### src/rtl/reduce_pkg.sv
//==============================================================================
// reduce_pkg : op encodings, FSM states and op decoding for reduce_gate_seq
// Revision   : 1.0
//==============================================================================
`default_nettype none

package reduce_pkg;

  localparam logic [2:0] OP_AND    = 3'd0;
  localparam logic [2:0] OP_OR     = 3'd1;
  localparam logic [2:0] OP_XOR    = 3'd2;
  localparam logic [2:0] OP_NAND   = 3'd3;
  localparam logic [2:0] OP_NOR    = 3'd4;
  localparam logic [2:0] OP_XNOR   = 3'd5;
  localparam logic [2:0] OP_RSV_LO = 3'd6;
  localparam logic [2:0] OP_RSV_HI = 3'd7;

  typedef enum logic [1:0] {
    BASE_AND = 2'd0,
    BASE_OR  = 2'd1,
    BASE_XOR = 2'd2
  } base_e;

  typedef enum logic [0:0] {
    IDLE  = 1'b0,
    ACCUM = 1'b1
  } state_e;

  typedef struct packed {
    base_e base;
    logic  inv;
    logic  rsv;
  } op_info_t;

  // Inverting ops share the base function of their non-inverting partner.
  function automatic op_info_t decode_op(input logic [2:0] op);
    op_info_t info;
    info.rsv = op inside {[OP_RSV_LO:OP_RSV_HI]};
    info.inv = op inside {OP_NAND, OP_NOR, OP_XNOR};
    case (op)
      OP_AND, OP_NAND: info.base = BASE_AND;
      OP_OR,  OP_NOR:  info.base = BASE_OR;
      OP_XOR, OP_XNOR: info.base = BASE_XOR;
      default:         info.base = BASE_AND;
    endcase
    return info;
  endfunction

endpackage

`default_nettype wire

### src/rtl/reduce_word.sv
//==============================================================================
// reduce_word : combinational reduction of one word to a single bit
// Revision    : 1.0
//==============================================================================
`default_nettype none

module reduce_word
  import reduce_pkg::*;
#(
  parameter int WIDTH = 8
) (
  input  logic [WIDTH-1:0] data,
  input  base_e            base,
  output logic             r
);

  always_comb begin
    r = 1'b0;
    case (base)
      BASE_AND: r = &data;
      BASE_OR:  r = |data;
      BASE_XOR: r = ^data;
      default:  r = 1'b0;
    endcase
  end

endmodule

`default_nettype wire

### src/rtl/reduce_gate_seq.sv
//==============================================================================
// reduce_gate_seq : folds per-word reductions across a framed valid/ready stream
// Revision        : 1.0
//==============================================================================
`default_nettype none

module reduce_gate_seq
  import reduce_pkg::*;
#(
  parameter int WIDTH = 8,
  parameter int CNT_W = 16
) (
  input  logic             clk,
  input  logic             rst,
  input  logic             in_valid,
  output logic             in_ready,
  input  logic [WIDTH-1:0] in_data,
  input  logic             in_last,
  input  logic [2:0]       op,
  output logic             out_valid,
  input  logic             out_ready,
  output logic             out_result,
  output logic [CNT_W-1:0] out_count,
  output logic             out_err
);

  localparam logic [CNT_W-1:0] CNT_MAX = '1;

  state_e           state, state_nxt;
  logic [2:0]       op_q;
  logic             acc;
  logic [CNT_W-1:0] cnt;

  logic             accept;
  logic             first;
  logic             done;
  logic [2:0]       op_eff;
  op_info_t         info;
  logic             r;
  logic             acc_nxt;
  logic [CNT_W-1:0] cnt_nxt;

  assign in_ready = !out_valid || out_ready;
  assign accept   = in_valid && in_ready;
  assign done     = accept && in_last;
  assign first    = (state == IDLE);
  // The op is taken live on the first beat and from the latch afterwards.
  assign op_eff   = first ? op : op_q;
  assign info     = decode_op(op_eff);

  reduce_word #(
    .WIDTH (WIDTH)
  ) u_word (
    .data (in_data),
    .base (info.base),
    .r    (r)
  );

  always_comb begin
    acc_nxt = r;
    if (!first) begin
      case (info.base)
        BASE_AND: acc_nxt = acc & r;
        BASE_OR:  acc_nxt = acc | r;
        BASE_XOR: acc_nxt = acc ^ r;
        default:  acc_nxt = r;
      endcase
    end
  end

  always_comb begin
    cnt_nxt = CNT_W'(1);
    if (!first) begin
      cnt_nxt = (cnt == CNT_MAX) ? cnt : cnt + CNT_W'(1);
    end
  end

  always_comb begin
    state_nxt = state;
    if (accept) begin
      state_nxt = in_last ? IDLE : ACCUM;
    end
  end

  always_ff @(posedge clk) begin
    if (rst) begin
      state <= IDLE;
    end else begin
      state <= state_nxt;
    end
  end

  always_ff @(posedge clk) begin
    if (rst) begin
      acc  <= 1'b0;
      op_q <= 3'd0;
      cnt  <= '0;
    end else if (accept) begin
      acc  <= acc_nxt;
      op_q <= op_eff;
      cnt  <= cnt_nxt;
    end
  end

  // Inversion is applied once at completion, never per beat.
  always_ff @(posedge clk) begin
    if (rst) begin
      out_valid  <= 1'b0;
      out_result <= 1'b0;
      out_count  <= '0;
      out_err    <= 1'b0;
    end else if (done) begin
      out_valid  <= 1'b1;
      out_result <= info.rsv ? 1'b0 : (acc_nxt ^ info.inv);
      out_count  <= cnt_nxt;
      out_err    <= info.rsv;
    end else if (out_ready) begin
      out_valid  <= 1'b0;
    end
  end

endmodule

`default_nettype wire

### config.mk
export PLATFORM = sky130hd
export DESIGN_NAME = reduce_gate_seq
export DESIGN_NICKNAME = d
export VERILOG_FILES = /design/src/rtl/reduce_pkg.sv /design/src/rtl/reduce_word.sv /design/src/rtl/reduce_gate_seq.sv
export SDC_FILE = /design/constraint.sdc
export NUM_CORES = 1
export LEC_CHECK = 0
export ABC_AREA = 1
export CAP_MARGIN = 15
export CORE_ASPECT_RATIO = 1.1
export CORE_MARGIN = 5
export CORE_UTILIZATION = 40
export DETAILED_ROUTE_END_ITERATION = 8
export SLEW_MARGIN = 20
export SYNTH_ARGS = -nofsm -noshare
export SYNTH_HDL_FRONTEND = slang
export SYNTH_SLANG_ARGS = --single-unit
### constraint.sdc
create_clock -name clk -period 2.58 [get_ports clk]
set_input_delay 0.774 -clock clk [delete_from_list [all_inputs] [get_ports clk]]
set_output_delay 0.774 -clock clk [all_outputs]
set_load 0.1 [all_outputs]
After elaboration in Yosys (flattened, before gate mapping)
Index checks and enable logic that the tools add are counted.
W data, S select, Z words.
{"block": "classes", "n_mux": 11, "add_sub_neg": 1, "n_bitwise": 4, "n_reduce_logical": 13, "eq_ne": 8, "order_cmp": 2}
{"cell": "$mux W16", "count": 2}
{"cell": "$add A16 B1 Y16 const B", "count": 1}
{"cell": "$eq A16 B16 Y1 const B", "count": 1}
{"cell": "$reduce_and A8 Y1", "count": 1}
{"cell": "$reduce_or A8 Y1", "count": 1}
{"cell": "$reduce_xor A8 Y1", "count": 1}
{"cell": "$eq A3 B2 Y1 const B", "count": 2}
{"cell": "$eq A3 B3 Y1 const B", "count": 2}
{"cell": "$pmux W1 S3", "count": 2}
{"cell": "$mux W1", "count": 5}
{"cell": "$pmux W2 S2", "count": 1}
{"cell": "$reduce_or A2 Y1", "count": 2}
{"cell": "$eq A3 B1 Y1 const B", "count": 1}
{"cell": "$ge A3 B3 Y1 const B", "count": 1}
{"cell": "$le A3 B3 Y1 const B", "count": 1}
{"cell": "$logic_and A1 B1 Y1", "count": 3}
{"cell": "$mux W3", "count": 1}
{"cell": "$reduce_bool A3 Y1", "count": 1}
{"cell": "$eq A2 B1 Y1 const B", "count": 1}
{"cell": "$eq A2 B2 Y1 const B", "count": 1}
{"cell": "$logic_not A2 Y1", "count": 1}
{"cell": "$reduce_bool A2 Y1", "count": 1}
{"cell": "$xor A1 B1 Y1", "count": 2}
{"cell": "$and A1 B1 Y1", "count": 1}
{"cell": "3 further kinds", "count": 3}
{"block": "word_totals", "input_bits": 16, "reg_bits": 40, "wordCells": 47, "output_inout_bits": 20}

Longest topological paths before layout
{"block": "logic_depth", "word_depth": 11, "ltp_mapped": 18}

Cells and area by module
From an unflattened synthesis, not the netlist that was laid out.
{"block": "unflattened", "hier_cells": 326, "area_unflattened_um2": 2257.2}
{"mod": "reduce_gate_seq", "cells_per_inst": 278, "seq_area_each_um2": 800.8, "n_inst": 1, "area_per_inst_um2": 2003.2}
{"mod": "reduce_word", "cells_per_inst": 48, "seq_area_each_um2": 0.0, "n_inst": 1, "area_per_inst_um2": 254.0}

Least setup slack after synthesis
OpenSTA, ideal clock, no wires.
{"block": "synth_timing", "kind": "input-to-reg", "from": "input port in_data[2]", "to": "register out_result", "setup_slack_ns": 0.167, "cell_stages": 15, "t_arrival_ns": 2.297, "setup_ns": 0.117, "path_cell_list": "inv_1 > ha_1 > xnor2_1 > nand2_1 > nand2_1 > nand2_1 > nand3_1 > inv_1 > ha_1 > a21oi_1 > nand3_2 > nand2_2 > nand2_2 > nand3_2 > a21oi_2"}
{"block": "synth_via", "elab_chain_cells": 7, "word_cells_on_any_way": 11}
{"item": "from (decl)", "line_no": "reduce_gate_seq.sv:17", "source": "input logic [WIDTH-1:0] in_data,"}
{"item": "$reduce_xor A8 Y1, or another cell as far along", "line_no": "reduce_word.sv:22", "source": "BASE_XOR: r = ^data;"}
{"item": "$pmux W1 S3 *", "line_no": "reduce_word.sv:19", "source": "case (base)"}
{"item": "$xor A1 B1 Y1, or another cell as far along", "line_no": "reduce_gate_seq.sv:65", "source": "BASE_XOR: acc_nxt = acc ^ r;"}
{"item": "$pmux W1 S3", "line_no": "reduce_gate_seq.sv:62", "source": "case (info.base)"}
{"item": "$mux W1 *", "line_no": "reduce_gate_seq.sv:61", "source": "if (!first) begin"}
{"item": "$xor A1 B1 Y1 *", "line_no": "reduce_gate_seq.sv:114", "source": "out_result <= info.rsv ? 1'b0 : (acc_nxt ^ info.inv);"}
{"item": "$mux W1 *", "line_no": "reduce_gate_seq.sv:114"}
{"item": "to (signal assigned)", "line_no": "reduce_gate_seq.sv:114"}
{"item": "to (decl)", "line_no": "reduce_gate_seq.sv:22", "source": "output logic out_result,"}
Every way passes the cells marked *; elsewhere a longest branch is shown, timed or not.
A chain may end at the register's enable or synchronous reset.

Worst setup path after layout
{"block": "layout_timing", "from": "input port op[1]", "to": "register out_result"}
{"block": "layout_via", "elab_chain_cells": 11, "word_cells_on_any_way": 24}
{"item": "from (decl)", "line_no": "reduce_gate_seq.sv:19", "source": "input logic [2:0] op,"}
{"item": "$mux W3 *", "line_no": "reduce_gate_seq.sv:48", "source": "assign op_eff = first ? op : op_q;"}
{"item": "$eq A3 B3 Y1, or another cell as far along", "line_no": "reduce_pkg.sv:39, reduce_pkg.sv:40"}
{"item": "$reduce_or A2 Y1", "line_no": "reduce_pkg.sv:40", "source": "case (op)"}
{"item": "$pmux W2 S2", "line_no": "reduce_pkg.sv:40"}
{"item": "$eq A2 B2 Y1, or another cell as far along", "line_no": "reduce_word.sv:19, reduce_gate_seq.sv:62"}
{"item": "$pmux W1 S3", "line_no": "reduce_word.sv:19"}
{"item": "$xor A1 B1 Y1, or another cell as far along", "line_no": "reduce_gate_seq.sv:65"}
{"item": "$pmux W1 S3", "line_no": "reduce_gate_seq.sv:62"}
{"item": "$mux W1", "line_no": "reduce_gate_seq.sv:61"}
{"item": "$xor A1 B1 Y1", "line_no": "reduce_gate_seq.sv:114"}
{"item": "$mux W1 *", "line_no": "reduce_gate_seq.sv:114"}
Marks and branches as above.

==> metrics.md <==
| Metric | Value |
|---|---|
| Clock period minus worst slack | `2.372 ns` |
| Critical path class | `input port to register` |
| Adder-cell share of the synthesized area | `6.021%` |
| Final hold violations | `0` |
| Ant diodes | `0` |
| Yosys reg bits | `40` |
| Clk_lat worst skew | `0.29 ns` |
| Port buffer count | `35` |
| Num CTS Buffers | `5` |
| Number of flops mapped to enable cells by yosys | `0` |
| Post-synthesis simple-gate area fraction | `22.39%` |
| Max-cap violations | `0` |
| Yosys warnings | `0` |
| # hold bufs at CTS | `0` |
| Pins over their slew limit | `0` |
| Worst vdd ir | `0.2106 mV` |
| Initial DRT Pass Iterations | `4` |
| Synth Area in Compound Gates | `22.71%` |
| Die width | `82.08 um` |
| Fillers | `556` |
| P&R area growth vs syn | `27.20%` |
| Placement row count | `28` |
| Setup WS post-layout | `0.2078 ns` |
| Commonest non-fill, non-tap cells in the layout | `o21ai_0, a21oi_1, dfxtp_1` |
| Placer Congestion | `0.8450` |
| Max Clk Rate | `421.6 MHz` |
| Post-synth cell types | `35` |
| CP endpoint kind | `register` |
| Core area | `5465 um2` |
| Pwr/cell area | `533.1 nW/um2` |
| Critical Path RT | `2.81 ns` |
| Status | `finished, final reports clean` |
| Routed Antenna Nets | `0` |
| Post-CTS setup buffer count | `0` |
| Initial antenna violation count | `0` |
| Post-DP HPWL | `3.777 mm` |
| CTS max path bufs | `2` |
| CP Cell Sequence | `clkdlybuf4s50_1 > inv_1 > nand2_1 > nand2_4 > nand2_1 > nand2_2 > nand3_2 > nand3_2 > inv_1 > ha_1 > or2_1 > nand3_2 > nand2_2 > nand2_2 > nand3_2 > a21oi_2` |
| Xor/xnor cell area share of the yosys netlist | `3.831%` |
| Worst clock skew | `0.006447 ns` |
| Iter 0 DRT Violations | `97` |
| Drt total wl | `5.138 mm` |
| Final Core Density | `53.21%` |
| Placed Instances | `424` |
| Overall power | `1550 uW` |
| Clock transition at path regs | `0.07 ns` |
| Cell mode on critical path | `nand3_2` |
| Final cycle utilization of the critical path | `91.94%` |
| CTS tree | `yes` |
| Overflow after GRT | `0` |
| Total number of vias | `2134` |
| Layout Cells excl Fill | `431` |
| DR WL/cell | `11.92 um` |
| Worst-margin pin slew | `0.5339 ns` |
| Data arrival time of the critical path | `2.60 ns` |
| Mapped Area | `2286 um2` |
| Number of global-route vias before repair | `2071` |
| Cells after Synth | `312` |
| CP startpoint kind | `input port` |
| Share of layout cells above drive strength 1 | `25.84%` |
| Relative slew margins | `64.36%` |
| Most common cell after layout, fill and taps aside | `o21ai_0` |
| Min Hold Slack | `0.4721 ns` |
| DRC viols | `0` |
| Root Buffer | `clkbuf_8` |
| Seq/Total Area, Yosys | `35.03%` |
| Die Area | `7329 um2` |
| Initial Utilization | `41.83%` |
| Layout Nets | `383` |
| CP max FO | `6` |
| # clock sinks | `40` |
| Syn Nets | `339` |
| # setup viols final | `0` |
| Pre-CTS setup slack | `-0.4646 ns` |
| GRT Total Usage | `15.79%` |
| Max incr delay on CP | `0.42 ns` |
| H-tree levels | `2` |
| Drt via density | `4.951` |
| Avg Inst Size Synth | `7.327 um2` |
| Largest net degree at the start of global routing | `37` |
| RSZ-0062 raised after global routing | `false` |
| Largest family of logic cells by synthesized area | `compound AO/OA/AOI/OAI gates` |
| Asr flop ratio synth | `0%` |
| P_leak | `0.001268 uW` |
| Die H | `89.29 um` |
| IO Count | `36` |
| Post-synthesis mux area share | `0%` |
| Hold Path Class | `register to register` |
| Critical-path cell with the highest stage delay | `clkdlybuf4s50_1` |
| Ys flop type | `dfxtp_1` |
| First-pass GRT wire length | `9.121 mm` |
-- logic make-up after synthesis --
family,count (synthesis)
buf+inv,55
flops,40
xor+xnor,10
compound gates,101
simple gates,95
fa+ha+maj,11
-- what timing repair did --
item	4_1_cts	5_1_grt
gates resized for setup	23	11
setup endpoints to repair	2	1
pin swaps	6	3
-- power breakdown --
group	switching, uW	internal, uW	total, uW
sequential	33.5	659	693
clock	210	184	394
combinational	310	153	463
-- state kept, by name, indices dropped and copies added, names as in the netlist --
signal      cells
out_count      16
out_valid       1
out_err         1
cnt            16
state           1
op_q            3
acc             1
out_result      1
-- critical path: cells and delay by family --
kind / cells / cell delay (ns)
simple gates: 11 / 1.01
fa+ha+maj: 1 / 0.16
compound gates: 1 / 0.14
buf+inv: 3 / 0.53
-- area by class of cell --
| class | count | area, um2 | area share, % |
|---|---|---|---|
| tap | 75 | 93.84 | 3.227 |
| multi-input combinational | 217 | 1343 | 46.17 |
| clock buffer | 6 | 72.57 | 2.496 |
| inverter | 42 | 160.2 | 5.508 |
| sequential | 40 | 800.8 | 27.54 |
| timing repair buffer | 50 | 432.9 | 14.89 |
| clock inverter | 1 | 5.005 | 0.1721 |
-- path summary, 6_finish.rpt --
| path | from | to | slack, ns | cells after the start |
|---|---|---|---|---|
| setup / recovery | op[1] | out_result$_SDFFE_PP0P_ | 0.21 | 16 |
| hold / removal | op_q[0]$_SDFFE_PP0P_ | op_q[0]$_SDFFE_PP0P_ | 0.47 | 2 |
| setup reg to reg | state$_SDFFE_PP0P_ | out_result$_SDFFE_PP0P_ | 0.39 | 16 |
| hold reg to reg | op_q[0]$_SDFFE_PP0P_ | op_q[0]$_SDFFE_PP0P_ | 0.47 | 2 |
-- per-stage QoR --
step / TNS (ns) / instance area (um2)
after CTS: 0 / 2880
after detailed placement: -0.8376 / 2749
after global routing: 0 / 2908
final: 0 / 2908
after floorplan: 0 / 2286
after global placement: -0.7242 / 2749
-- cells in the mapped netlist, types with 2 or more instances --
master / count / area, um2
xor2_1: 6 / 52.55
nand2_2: 4 / 25.02
a21oi_1: 41 / 205.2
nor2_4: 2 / 22.52
nand2_4: 3 / 33.78
ha_1: 11 / 137.6
nand2_1: 40 / 150.1
o21ai_1: 12 / 60.06
nor2_1: 11 / 41.29
dfxtp_1: 40 / 800.8
nand3_2: 3 / 30.03
nand4_1: 4 / 25.02
clkbuf_1: 10 / 37.54
inv_2: 10 / 37.54
xnor2_1: 4 / 35.03
nand3_1: 17 / 85.08
a31oi_1: 2 / 12.51
nor3_1: 4 / 20.02
o21ai_0: 42 / 210.2
inv_1: 31 / 116.4
-- layer usage --
metal / GRT usage, % / part of all wire [%] / up-vias / routed length, um
met3: 3.024 / 3.3 / 8 / 167
met4: 5.589 / 1.5 / 0 / 78
met1: 19.04 / 44 / 964 / 2268
li1: - / - / 1134 / -
met5: 0 / 0 / - / 0
met2: 27.77 / 51 / 28 / 2624
Note: power is estimated with default switching activity, not from simulation.
